File: config.mk
export PLATFORM = sky130hd
export DESIGN_NAME = tick_gen
export DESIGN_NICKNAME = d
export VERILOG_FILES = /design/src/rtl/tick_gen.sv
export SDC_FILE = /design/constraint.sdc
export NUM_CORES = 1
export LEC_CHECK = 0
export ABC_AREA = 1
export BUFFER_PORTS_ARGS = -buffer_cell sky130_fd_sc_hd__buf_2
export CAP_MARGIN = 40
export CORE_MARGIN = 1.5
export CORE_UTILIZATION = 35
export CTS_CLUSTER_DIAMETER = 80
export DETAILED_ROUTE_END_ITERATION = 10
export PLACE_DENSITY = 0.62
export SLEW_MARGIN = 10
export SYNTH_ARGS = -nofsm -noshare
export SYNTH_HDL_FRONTEND = slang
export SYNTH_SLANG_ARGS = --single-unit
File: constraint.sdc
create_clock -name clk_5MHz -period 2.5 [get_ports clk_5MHz]
set_input_delay 0.125 -clock clk_5MHz [delete_from_list [all_inputs] [get_ports clk_5MHz]]
set_output_delay 0.125 -clock clk_5MHz [all_outputs]
set_load 0.02 [all_outputs]
File: src/rtl/tick_gen.sv
// Multi-channel clock divider producing 50% duty squares and a one-cycle tick per period.
// Runtime divisor loading (div_wr/div_sel/div_data/div_pend) exists only when DIV_LOAD_EN is defined.
module tick_gen #(
    parameter int unsigned               NUM_CH   = 2,
    parameter int unsigned               CNT_W    = 24,
    parameter logic [NUM_CH*CNT_W-1:0]   DIV_INIT = {24'd2500000, 24'd5000}
) (
    input  logic                                          clk_5MHz,
    input  logic                                          reset,
    input  logic [NUM_CH-1:0]                             en,
    input  logic                                          sync_clr,
`ifdef DIV_LOAD_EN
    input  logic                                          div_wr,
    input  logic [((NUM_CH > 1) ? $clog2(NUM_CH) : 1)-1:0] div_sel,
    input  logic [CNT_W-1:0]                              div_data,
    output logic [NUM_CH-1:0]                             div_pend,
`endif
    output logic [NUM_CH-1:0]                             sq,
    output logic [NUM_CH-1:0]                             tick
);

    logic [CNT_W-1:0]  cnt_q   [NUM_CH];
    logic [CNT_W-1:0]  cnt_d   [NUM_CH];
    logic [CNT_W-1:0]  div_use [NUM_CH];
    logic [NUM_CH-1:0] sq_q, sq_d;
    logic [NUM_CH-1:0] tick_q, tick_d;
    logic [NUM_CH-1:0] zero_evt;

    // A divisor of 0 behaves as 1, so both reload a count of 0.
    function automatic logic [CNT_W-1:0] reload_of(input logic [CNT_W-1:0] d);
        return (d == '0) ? '0 : d - CNT_W'(1);
    endfunction

    function automatic logic [CNT_W-1:0] init_div(input int unsigned c);
        return DIV_INIT[c*CNT_W +: CNT_W];
    endfunction

    always_comb begin
        zero_evt = '0;
        for (int c = 0; c < NUM_CH; c++) begin
            zero_evt[c] = en[c] && (cnt_q[c] == '0);
        end
    end

`ifdef DIV_LOAD_EN
    logic [CNT_W-1:0]  div_q  [NUM_CH];
    logic [CNT_W-1:0]  div_d  [NUM_CH];
    logic [CNT_W-1:0]  pval_q [NUM_CH];
    logic [CNT_W-1:0]  pval_d [NUM_CH];
    logic [NUM_CH-1:0] pend_q, pend_d;
    logic [NUM_CH-1:0] wr_hit;
    logic [NUM_CH-1:0] apply;

    // A pending value is consumed before a same-cycle write refills it.
    always_comb begin
        wr_hit = '0;
        apply  = '0;
        pend_d = pend_q;
        for (int c = 0; c < NUM_CH; c++) begin
            wr_hit[c]  = div_wr && (int'(div_sel) == c);
            apply[c]   = pend_q[c] && (sync_clr || zero_evt[c]);
            div_use[c] = apply[c] ? pval_q[c] : div_q[c];
            div_d[c]   = div_use[c];
            pval_d[c]  = wr_hit[c] ? div_data : pval_q[c];
            if (wr_hit[c]) begin
                pend_d[c] = 1'b1;
            end else if (apply[c]) begin
                pend_d[c] = 1'b0;
            end
        end
    end

    always_ff @(posedge clk_5MHz) begin
        if (reset) begin
            pend_q <= '0;
            for (int c = 0; c < NUM_CH; c++) begin
                div_q[c]  <= init_div(c);
                pval_q[c] <= init_div(c);
            end
        end else begin
            pend_q <= pend_d;
            for (int c = 0; c < NUM_CH; c++) begin
                div_q[c]  <= div_d[c];
                pval_q[c] <= pval_d[c];
            end
        end
    end

    assign div_pend = pend_q;
`else
    always_comb begin
        for (int c = 0; c < NUM_CH; c++) begin
            div_use[c] = init_div(c);
        end
    end
`endif

    always_comb begin
        sq_d   = sq_q;
        tick_d = '0;
        for (int c = 0; c < NUM_CH; c++) begin
            cnt_d[c] = cnt_q[c];
            if (sync_clr) begin
                cnt_d[c] = reload_of(div_use[c]);
                sq_d[c]  = 1'b0;
            end else if (zero_evt[c]) begin
                cnt_d[c]  = reload_of(div_use[c]);
                sq_d[c]   = ~sq_q[c];
                tick_d[c] = ~sq_q[c];
            end else if (en[c]) begin
                cnt_d[c] = cnt_q[c] - CNT_W'(1);
            end
        end
    end

    always_ff @(posedge clk_5MHz) begin
        if (reset) begin
            sq_q   <= '0;
            tick_q <= '0;
            for (int c = 0; c < NUM_CH; c++) begin
                cnt_q[c] <= reload_of(init_div(c));
            end
        end else begin
            sq_q   <= sq_d;
            tick_q <= tick_d;
            for (int c = 0; c < NUM_CH; c++) begin
                cnt_q[c] <= cnt_d[c];
            end
        end
    end

    assign sq   = sq_q;
    assign tick = tick_q;

endmodule

==> impl_metrics.py, run 1 <==
metrics = {
    "status": {
        "status": "complete, no violations",
    },
    "clock_tree": {
        "clockRootBuffer": "clkbuf_8",
        "cts_setup_buffers": 0,
        "cts_sinks": 52,
        "clock_latency_ps": 310,
        "cts_made_buffers": 5,
        "clk_pin_slew_ps": 100,
        "hold_buffers": 0,
        "cts_tree": "built",
        "h-tree-depth": 2,
        "clk_path_buf_depth": 2,
        "cts.repair.resized": 0,
    },
    "yosys": {
        "synth_area_um2": 2740,
        "synth.most_common_cell": "nand2_1",
        "ys_ff_latch": 52,
        "synth_cells": 414,
        "async_flop_share_pct": 0,
        "syn_nets": 423,
        "yosys_warnings": 0,
        "synth_commonest_cells": "nand2_1, nor2_1, inv_1",
        "syn_avg_cell_area_um2": 6.62,
        "yosys-top-cells-area": "dfxtp_1, nand2_1, nor2_1",
        "synthDistinctLibCells": 27,
        "yosysSeqAreaShare_pct": 38.0,
        "synthFlopType": "dfxtp_1",
        "synthDominantCellAreaShare_pct": 38.0,
        "synth_edf_count": 0,
        "yosys.area.top_type": "dfxtp_1",
    },
    "sta": {
        "hold_violations": 0,
        "setup_viol_count_final": 0,
        "slew-limit-headroom_pct": 56.4,
        "period_minus_slack_ps": 1730,
        "whs_ps": 150,
        "skew_ps": 6.67,
        "fin_crit_sh_pct": 69.3,
        "rsz0062_at_grt": "no",
        "report.final.slew_viol_count": 0,
        "tightest_slew_ps": 654,
        "clock.fmax_ghz": 0.577,
        "timing.setup.tns_ps": 0,
    },
    "die": {
        "io_pins": 9,
        "initial_utilization_pct": 35.8,
        "die_x_um": 91.5,
        "rows": 32,
        "core_area_um2": 7650,
        "fp.dieH_um": 91.5,
        "die-area_um2": 8370,
    },
    "placed_design": {
        "placed_area_um2": 2860,
        "post-dp-hpwl_mm": 4.07,
        "gp_congestion": 0.839,
        "io_buffer_count": 8,
    },
    "global_route": {
        "grt_pass1_wl_mm": 10.1,
        "grt_pass1_vias": 2362,
        "grt_max_degree": 16,
        "antenna_found_initial": 0,
        "gr-total-overflow": 0,
        "grt_usage_pct": 14.8,
    },
    "worst_hold_path": {
        "hold_depth": 4,
        "holdCritPathClass": "input port to flop",
    },
    "worst_setup_path": {
        "cpMaxStageDelayCell": "nor2_2",
        "setup.worst_path.end_class": "flop",
        "cp_data_required_time_ps": 2750,
        "crit_type": "flop to flop",
        "critical_path_arrival_ps": 1980,
        "cp_cell_sequence": "inv_1 > ha_1 > nand2_1 > nor3_1 > nand2_1 > nor2_1 > nor2_2 > nand2_1 > nor2_1",
        "max_stage_delay_ps": 510,
        "reg2reg_depth": 9,
        "critical_path.max_fanout": 14,
        "crit_path_frequent_cell": "nand2_1",
        "startpoint_type": "flop",
    },
    "routing": {
        "met2WireLength_mm": 2.60,
        "drt-met1-wl_mm": 2.77,
        "wl_mm": 5.57,
        "dr_wl_met3_um": 143,
        "viasPerCell": 4.54,
        "drt-pass1-iter-count": 4,
        "vias": 2394,
        "postRouteAntennaNets": 0,
        "top_layer": "met4",
        "drt_iter0_drc": 103,
        "drc": 0,
        "wl_per_cell_um": 10.6,
    },
    "layout": {
        "synthToLayoutAreaGrowth_pct": 8.95,
        "antenna-diode-count": 0,
        "fin_area_um2": 2990,
        "fillers": 806,
        "utilization_pct": 39.0,
        "multi_input_area_um2": 1440,
        "layout-drive-gt1-share_pct": 9.41,
        "seqCellArea_um2": 1040,
        "nNetsFinal": 433,
    },
    "power": {
        "design_power_total_mw": 1.51,
        "power_density_nw_per_um2": 507,
        "p_leak_nw": 1.30,
        "peakVddDrop_uv": 198,
    },
    "flow_run": {
        "drv_cap": 0,
    },
}
worst max-delay path: cells and delay by family (launching register included):
family / cells / cell delay (ps)
flops: 1 / 400
buf+inv: 1 / 80
simple gates: 7 / 980
fa+ha+maj: 1 / 210
cell type report:
cell class	instances	share of cell area [%]
clock buffer	7	3.23
clock inverter	1	1.01
inverter	55	6.92
multi-input combinational	302	48.4
sequential	52	34.9
tap	102	4.27
timing repair buffer	8	1.34
worst paths after layout:
| check | slack [ps] | from | end |
|---|---|---|---|
| min | 150 | en[1] | cnt_q[0][24]$_SDFFE_PP1P_ |
| max | 770 | cnt_q[0][0]$_SDFFE_PP1P_ | cnt_q[0][21]$_SDFFE_PP0P_ |
| min reg2reg | 490 | sq[1]$_SDFFE_PP0P_ | sq[1]$_SDFFE_PP0P_ |
| max reg2reg | 770 | cnt_q[0][0]$_SDFFE_PP1P_ | cnt_q[0][21]$_SDFFE_PP0P_ |
registers in the layout, indices dropped and copies added (netlist names):
| name | count |
|---|---|
| tick | 2 |
| cnt_q | 48 |
| sq | 2 |
cell families (layout without fill, tap and decap cells):
logic type / Yosys count / after routing / synth area share (%)
buffers and inverters: 60 / 71 / 9.31
XOR/XNOR: 13 / 13 / 4.16
flip-flops: 52 / 52 / 38.0
AO/OA/AOI/OAI: 19 / 19 / 3.88
AND/OR/NAND/NOR: 266 / 266 / 42.8
adder cells (fa/ha/maj): 4 / 4 / 1.83
layer usage:
metal  GRT usage (%)  vias to the layer above
li1                -                     1294
met1            18.1                     1077
met2            26.5                       18
met3            2.76                        5
met4            3.52                        0
met5               0                        -
report_power, final:
part	internal [mW]	total, mW	switching, mW
clock network	0.354	0.640	0.286
logic	0.0110	0.0411	0.0301
registers	0.831	0.833	0.00255
total	1.20	1.51	0.319
stage by stage:
step                setup WS [ps]  cells
global placement              807    519
detailed placement            754    519
floorplan                    1170    414
finish                        767    527
CTS                           734    527
global route                  556    527
layout by cell type (no fill, tap or decap):
master,n
nand2_1,99
nor2_1,96
inv_1,53
dfxtp_1,52
nand3_1,32
xor2_1,12
nand4_1,10
nor2_2,9
buf_2,8
a21oi_1,7
clkbuf_8,7
o21ai_0,6
nor3_1,5
nor2_4,4
ha_1,4
nand3_2,3
nand2_2,3
inv_2,2
o211ai_1,2
o21bai_1,2
or2_2,2
nand3_4,1
or2_1,1
xnor2_1,1
o22ai_1,1
o21ai_1,1
nand3b_1,1
bufinv_16,1
No activity file was read; power rests on OpenSTA's default activity.
==> run 2: changes to the inputs <==
==> constraint.sdc (replaced) <==
create_clock -name clk_5MHz -period 1.65 [get_ports clk_5MHz]
set_input_delay 0.0825 -clock clk_5MHz [delete_from_list [all_inputs] [get_ports clk_5MHz]]
set_output_delay 0.0825 -clock clk_5MHz [all_outputs]
set_load 0.02 [all_outputs]
==> impl_metrics.py, run 2 (same netlist as run 1, synthesis figures left out) <==
metrics = {
    "status": {
        "status": "complete, no violations",
    },
    "global_route": {
        "grt_pass1_vias": 2337,
        "gr-total-overflow": 0,
        "grt_usage_pct": 14.3,
        "antenna_found_initial": 0,
        "grt_pass1_wl_mm": 9.76,
        "grt_max_degree": 15,
    },
    "placed_design": {
        "post-dp-hpwl_mm": 4.14,
        "io_buffer_count": 8,
        "gp_congestion": 0.829,
    },
    "layout": {
        "antenna-diode-count": 0,
        "fillers": 813,
        "largest_reg_flops": 48,
        "regMostFlops": "cnt_q",
        "utilization_pct": 39.4,
        "layout_commonest_cell": "nand2_1",
        "final_cell_mix": "nand2_1, nor2_1, inv_1",
        "nNetsFinal": 441,
        "synthToLayoutAreaGrowth_pct": 9.86,
        "layout-drive-gt1-share_pct": 10.5,
    },
    "routing": {
        "drc": 0,
        "vias": 2428,
        "wl_per_cell_um": 10.4,
        "viasPerCell": 4.56,
        "wl_mm": 5.52,
        "postRouteAntennaNets": 0,
        "drt-pass1-iter-count": 4,
        "drt_iter0_drc": 89,
    },
    "die": {
        "io_pins": 9,
        "die_x_um": 91.5,
        "rows": 32,
        "core_area_um2": 7650,
        "initial_utilization_pct": 35.8,
        "fp.dieH_um": 91.5,
        "die-area_um2": 8370,
    },
    "clock_tree": {
        "cts_made_buffers": 5,
        "clock_latency_ps": 300,
        "clk_path_buf_depth": 2,
        "hold_buffers": 0,
        "cts_sinks": 52,
        "clk_pin_slew_ps": 90,
        "h-tree-depth": 2,
        "clockRootBuffer": "clkbuf_8",
        "cts_tree": "built",
    },
    "power": {
        "power_density_nw_per_um2": 665,
        "peakVddDrop_uv": 228,
        "p_leak_nw": 1.32,
    },
    "sta": {
        "timing.setup.tns_ps": 0,
        "skew_ps": 8.03,
        "setup_viol_count_final": 0,
        "slew-limit-headroom_pct": 75.1,
        "period_minus_slack_ps": 1510,
        "clock.fmax_ghz": 0.663,
        "tightest_slew_ps": 372,
        "report.final.slew_viol_count": 0,
        "hold_violations": 0,
        "whs_ps": 98.9,
        "fin_crit_sh_pct": 91.5,
        "rsz0062_at_grt": "no",
    },
    "worst_setup_path": {
        "crit_type": "flop to flop",
        "critical_path.max_fanout": 14,
        "r2r_setup_slack_ps": 140,
        "critical_path_arrival_ps": 1680,
        "cp_data_required_time_ps": 1820,
        "setup.worst_path.end_class": "flop",
        "startpoint_type": "flop",
    },
    "flow_run": {
        "drv_cap": 0,
    },
    "worst_hold_path": {
        "holdCritPathClass": "input port to flop",
    },
}
[run 2: final timing paths]
kind                            cells past startpoint                         to                      start
worst min-delay path                                4         tick[1]$_SDFF_PP0_                      reset
worst max register to register                     10  cnt_q[0][34]$_SDFFE_PP1P_  cnt_q[0][25]$_SDFFE_PP1P_
worst min register to register                      2         sq[1]$_SDFFE_PP0P_         sq[1]$_SDFFE_PP0P_
worst max-delay path                               10  cnt_q[0][34]$_SDFFE_PP1P_  cnt_q[0][25]$_SDFFE_PP1P_
[run 2: report_power, final]
part	total (mW)	internal [mW]	switching, mW
clock network	0.667	0.275	0.392
registers	1.26	1.26	0.00278
logic	0.0746	0.0247	0.0499
[run 2: final cells by class]
type                       count  area [um^2]  share of cell area [%]
sequential                    52         1040                    34.6
clock buffer                   5         68.8                    2.29
timing repair buffer          16          113                    3.74
multi-input combinational    302         1450                    48.3
inverter                      55          206                    6.86
tap                          102          128                    4.24
[run 2: worst max-delay path, stage by stage, from the launching register on]
cell,delay [ps]
dfxtp_1,370
inv_1,70
ha_1,170
nand2_1,80
inv_1,50
nand2_1,50
nor2_1,50
nand3_2,100
nand2_2,70
inv_2,230
o211ai_1,130
[run 2: repair_timing]
action	4_1_cts	5_1_grt
gates resized for setup	0	2
setup endpoints to repair	0	18
buffers inserted	0	2
[run 2: metrics by stage]
stage	std cells	power, mW	cell area [um^2]	setup slack, ps
finish	532	2.00	3010	141
global route	532	2.08	3010	10.3
CTS	530	2.03	2990	40.1
detailed placement	525	1.36	2920	67.0
global placement	525	1.36	2920	112
floorplan	414	1.34	2740	322
[run 2: metal layers]
metal	track usage (%)	vias to the layer above	share of wire (%)
met5	0	-	0
met4	5.47	0	1.3
met3	3.18	9	4.4
met2	23.8	38	46
met1	17.9	1070	48
li1	-	1311	-
==> run 3: changes to the inputs <==
--- a/config.mk
+++ b/config.mk
@@ -5,7 +5,6 @@
 export SDC_FILE = /design/constraint.sdc
 export NUM_CORES = 1
 export LEC_CHECK = 0
-export ABC_AREA = 1
 export BUFFER_PORTS_ARGS = -buffer_cell sky130_fd_sc_hd__buf_2
 export CAP_MARGIN = 40
 export CORE_MARGIN = 1.5
==> impl_metrics.py, run 3 <==
metrics = {
    "status": {
        "status": "complete, but fails checks",
        "failed_checks": "negative setup slack",
    },
    "placed_design": {
        "gp_congestion": 0.742,
        "post-dp-hpwl_mm": 3.72,
        "dp.cells": 415,
        "io_buffer_count": 8,
    },
    "routing": {
        "drt_iter0_drc": 84,
        "postRouteAntennaNets": 0,
        "wl_mm": 6.46,
        "drt-pass1-iter-count": 4,
        "drc": 0,
        "wl_per_cell_um": 14.5,
        "vias": 2354,
        "viasPerCell": 5.27,
    },
    "layout": {
        "fillers": 559,
        "final_cell_mix": "buf_4, dfxtp_1, xor2_1, nand2_1",
        "antenna-diode-count": 0,
        "layout_commonest_cell": "buf_4",
        "nNetsFinal": 375,
        "synthToLayoutAreaGrowth_pct": 58.4,
        "fin_cells": 447,
        "layout-drive-gt1-share_pct": 53.7,
        "utilization_pct": 56.7,
        "regMostFlops": "cnt_q",
        "largest_reg_flops": 48,
    },
    "die": {
        "initial_utilization_pct": 35.8,
        "die-area_um2": 7420,
        "fp.dieH_um": 86.2,
        "core_area_um2": 6760,
        "rows": 30,
        "io_pins": 9,
        "die_x_um": 86.2,
    },
    "clock_tree": {
        "h-tree-depth": 2,
        "clock_latency_ps": 300,
        "clk_path_buf_depth": 2,
        "clk_pin_slew_ps": 90,
        "hold_buffers": 0,
        "clockRootBuffer": "clkbuf_8",
        "cts_tree": "built",
        "cts_sinks": 52,
        "cts_made_buffers": 5,
    },
    "yosys": {
        "synth.most_common_cell": "dfxtp_1",
        "ys_ff_latch": 52,
        "synth_commonest_cells": "dfxtp_1, nand2_1, nor2_1",
        "synth_cells": 274,
        "yosys_warnings": 0,
        "async_flop_share_pct": 0,
        "synthDominantCellAreaShare_pct": 43.0,
        "synth_edf_count": 0,
        "syn_nets": 283,
        "yosys.area.top_type": "dfxtp_1",
        "yosysSeqAreaShare_pct": 43.0,
        "syn_avg_cell_area_um2": 8.83,
        "yosys-top-cells-area": "dfxtp_1, xor2_1, nand2_1",
        "synth_area_um2": 2420,
        "synthFlopType": "dfxtp_1",
        "synthDistinctLibCells": 37,
    },
    "worst_setup_path": {
        "crit_start": "cnt_q[0][18]$_SDFFE_PP0P_",
        "r2r-start": "cnt_q[0][18]$_SDFFE_PP0P_",
        "max_stage_delay_ps": 530,
        "startpoint_type": "flop",
        "cp_top_family": "simple AND/OR/NAND/NOR gates",
        "cp_data_required_time_ps": 1890,
        "critical_path.max_fanout": 3,
        "crit_type": "flop to flop",
        "cpMaxStageDelayCell": "or4_4",
        "cp_cell_sequence": "or4_4 > or3_4 > or4_1 > a21oi_1",
        "crit_buf_inv": 0,
        "critical_path_arrival_ps": 2110,
        "setup.worst_path.end_class": "flop",
    },
    "power": {
        "p_sw_share_pct": 22.4,
        "p_leak_nw": 1.38,
        "p_int_mw": 1.66,
        "peakVddDrop_uv": 351,
        "power_density_nw_per_um2": 558,
        "clock_power_share_pct": 35.4,
        "p_comb_share_pct": 5.9,
        "power_frac_seq_pct": 58.7,
        "switchingPower_mw": 0.479,
    },
    "flow_run": {
        "drv_cap": 0,
    },
    "sta": {
        "setup_viol_count_final": 48,
        "rsz0062_at_grt": "yes",
        "clock.fmax_ghz": 0.535,
        "layout_setup_ws_ps": -220,
        "tightest_slew_ps": 467,
        "hold_violations": 0,
        "period_minus_slack_ps": 1870,
        "fin_crit_sh_pct": 113,
        "report.final.slew_viol_count": 0,
        "skew_ps": 3.76,
        "slew-limit-headroom_pct": 68.8,
        "whs_ps": 92.4,
    },
    "global_route": {
        "antenna_found_initial": 0,
        "grt_max_degree": 25,
        "grt_pass1_wl_mm": 10.1,
        "grt_usage_pct": 16.5,
        "grt_pass1_vias": 2297,
        "gr-total-overflow": 0,
    },
    "worst_hold_path": {
        "min_from": "en[1]",
        "holdCritPathClass": "input port to flop",
    },
}
==> run 3: cell types whose count changed in the layout (fill, tap and decap cells not counted), moves of 9 or more <==
cell	change
buf_4	+65
buf_6	+9
nand2_1	-82
inv_1	-53
dfxtp_1	-15
nand3_1	-25
a21oi_2	+14
dfxtp_2	+12
or3_1	+9
nor2_1	-82
==> run 3: per-stage QoR <==
step	total power, mW	setup WS, ps	TNS, ps	cell area (um^2)
after detailed placement	1.36	-203	-1220	3090
after global routing	2.23	-270	-8310	3830
after floorplan	1.33	-200	-711	2510
after CTS	2.12	-210	-858	3400
after global placement	1.36	-178	-1120	3090
final	2.14	-220	-4560	3830
==> run 3: final timing paths <==
check	endpoint	slack, ps	depth (start not counted)
max reg2reg	cnt_q[0][22]$_SDFFE_PP0P_	-220	4
min	cnt_q[0][24]$_SDFFE_PP1P_	90	3
min reg2reg	tick[1]$_SDFF_PP0_	490	1
max	cnt_q[0][22]$_SDFFE_PP0P_	-220	4
==> run 3: what timing repair did <==
item                       in CTS  in global routing
buffers inserted               14                  6
setup endpoints to repair      37                 51
gates cloned                    1                  4
resized for setup              29                 73
pin swaps                      27                 25
==> run 3: final cells by class <==
type / instances / area (um^2) / share of cell area, %
multi-input cells: 209 / 1760 / 46.0
flip-flops and latches: 52 / 1070 / 27.8
well taps: 80 / 100 / 2.61
inverters: 4 / 15.0 / 0.392
clock buffers: 8 / 90.1 / 2.35
repair buffers: 94 / 797 / 20.8
==> run 3: power by group through the flow <==
stage | Clock [mW] | Combinational, mW | Sequential [mW]
after CTS | 0.774 | 0.0823 | 1.26
final | 0.756 | 0.127 | 1.26
after detailed placement | 0 | 0.0751 | 1.29
after global placement | 0 | 0.0747 | 1.29
after floorplan | 0 | 0.0366 | 1.29
after global routing | 0.837 | 0.134 | 1.26
==> run 3: layer usage <==
metal	vias to the layer above	track usage (%)	wire length (um)
li1	1179	-	-
met1	1145	20.6	3050
met2	21	28.7	3250
met3	9	2.79	97
met4	0	5.43	68
met5	-	0	0
==> run 3: kinds of logic (layout without fill, tap and decap cells) <==
| family | Yosys count | in the layout | synth area share (%) |
|---|---|---|---|
| buffers and inverters | 13 | 106 | 2.02 |
| AO/OA/AOI/OAI | 44 | 44 | 10.6 |
| XOR/XNOR | 24 | 24 | 8.69 |
| AND/OR/NAND/NOR | 136 | 136 | 33.2 |
| flip-flops | 52 | 52 | 43.0 |
| multiplexers | 1 | 1 | 0.414 |
| adder cells (fa/ha/maj) | 4 | 4 | 2.07 |
==> run 3: tightest hold or removal path, stage by stage <==
cell	delay (ps)
buf_2	140
xnor2_1	90
nand2_2	60
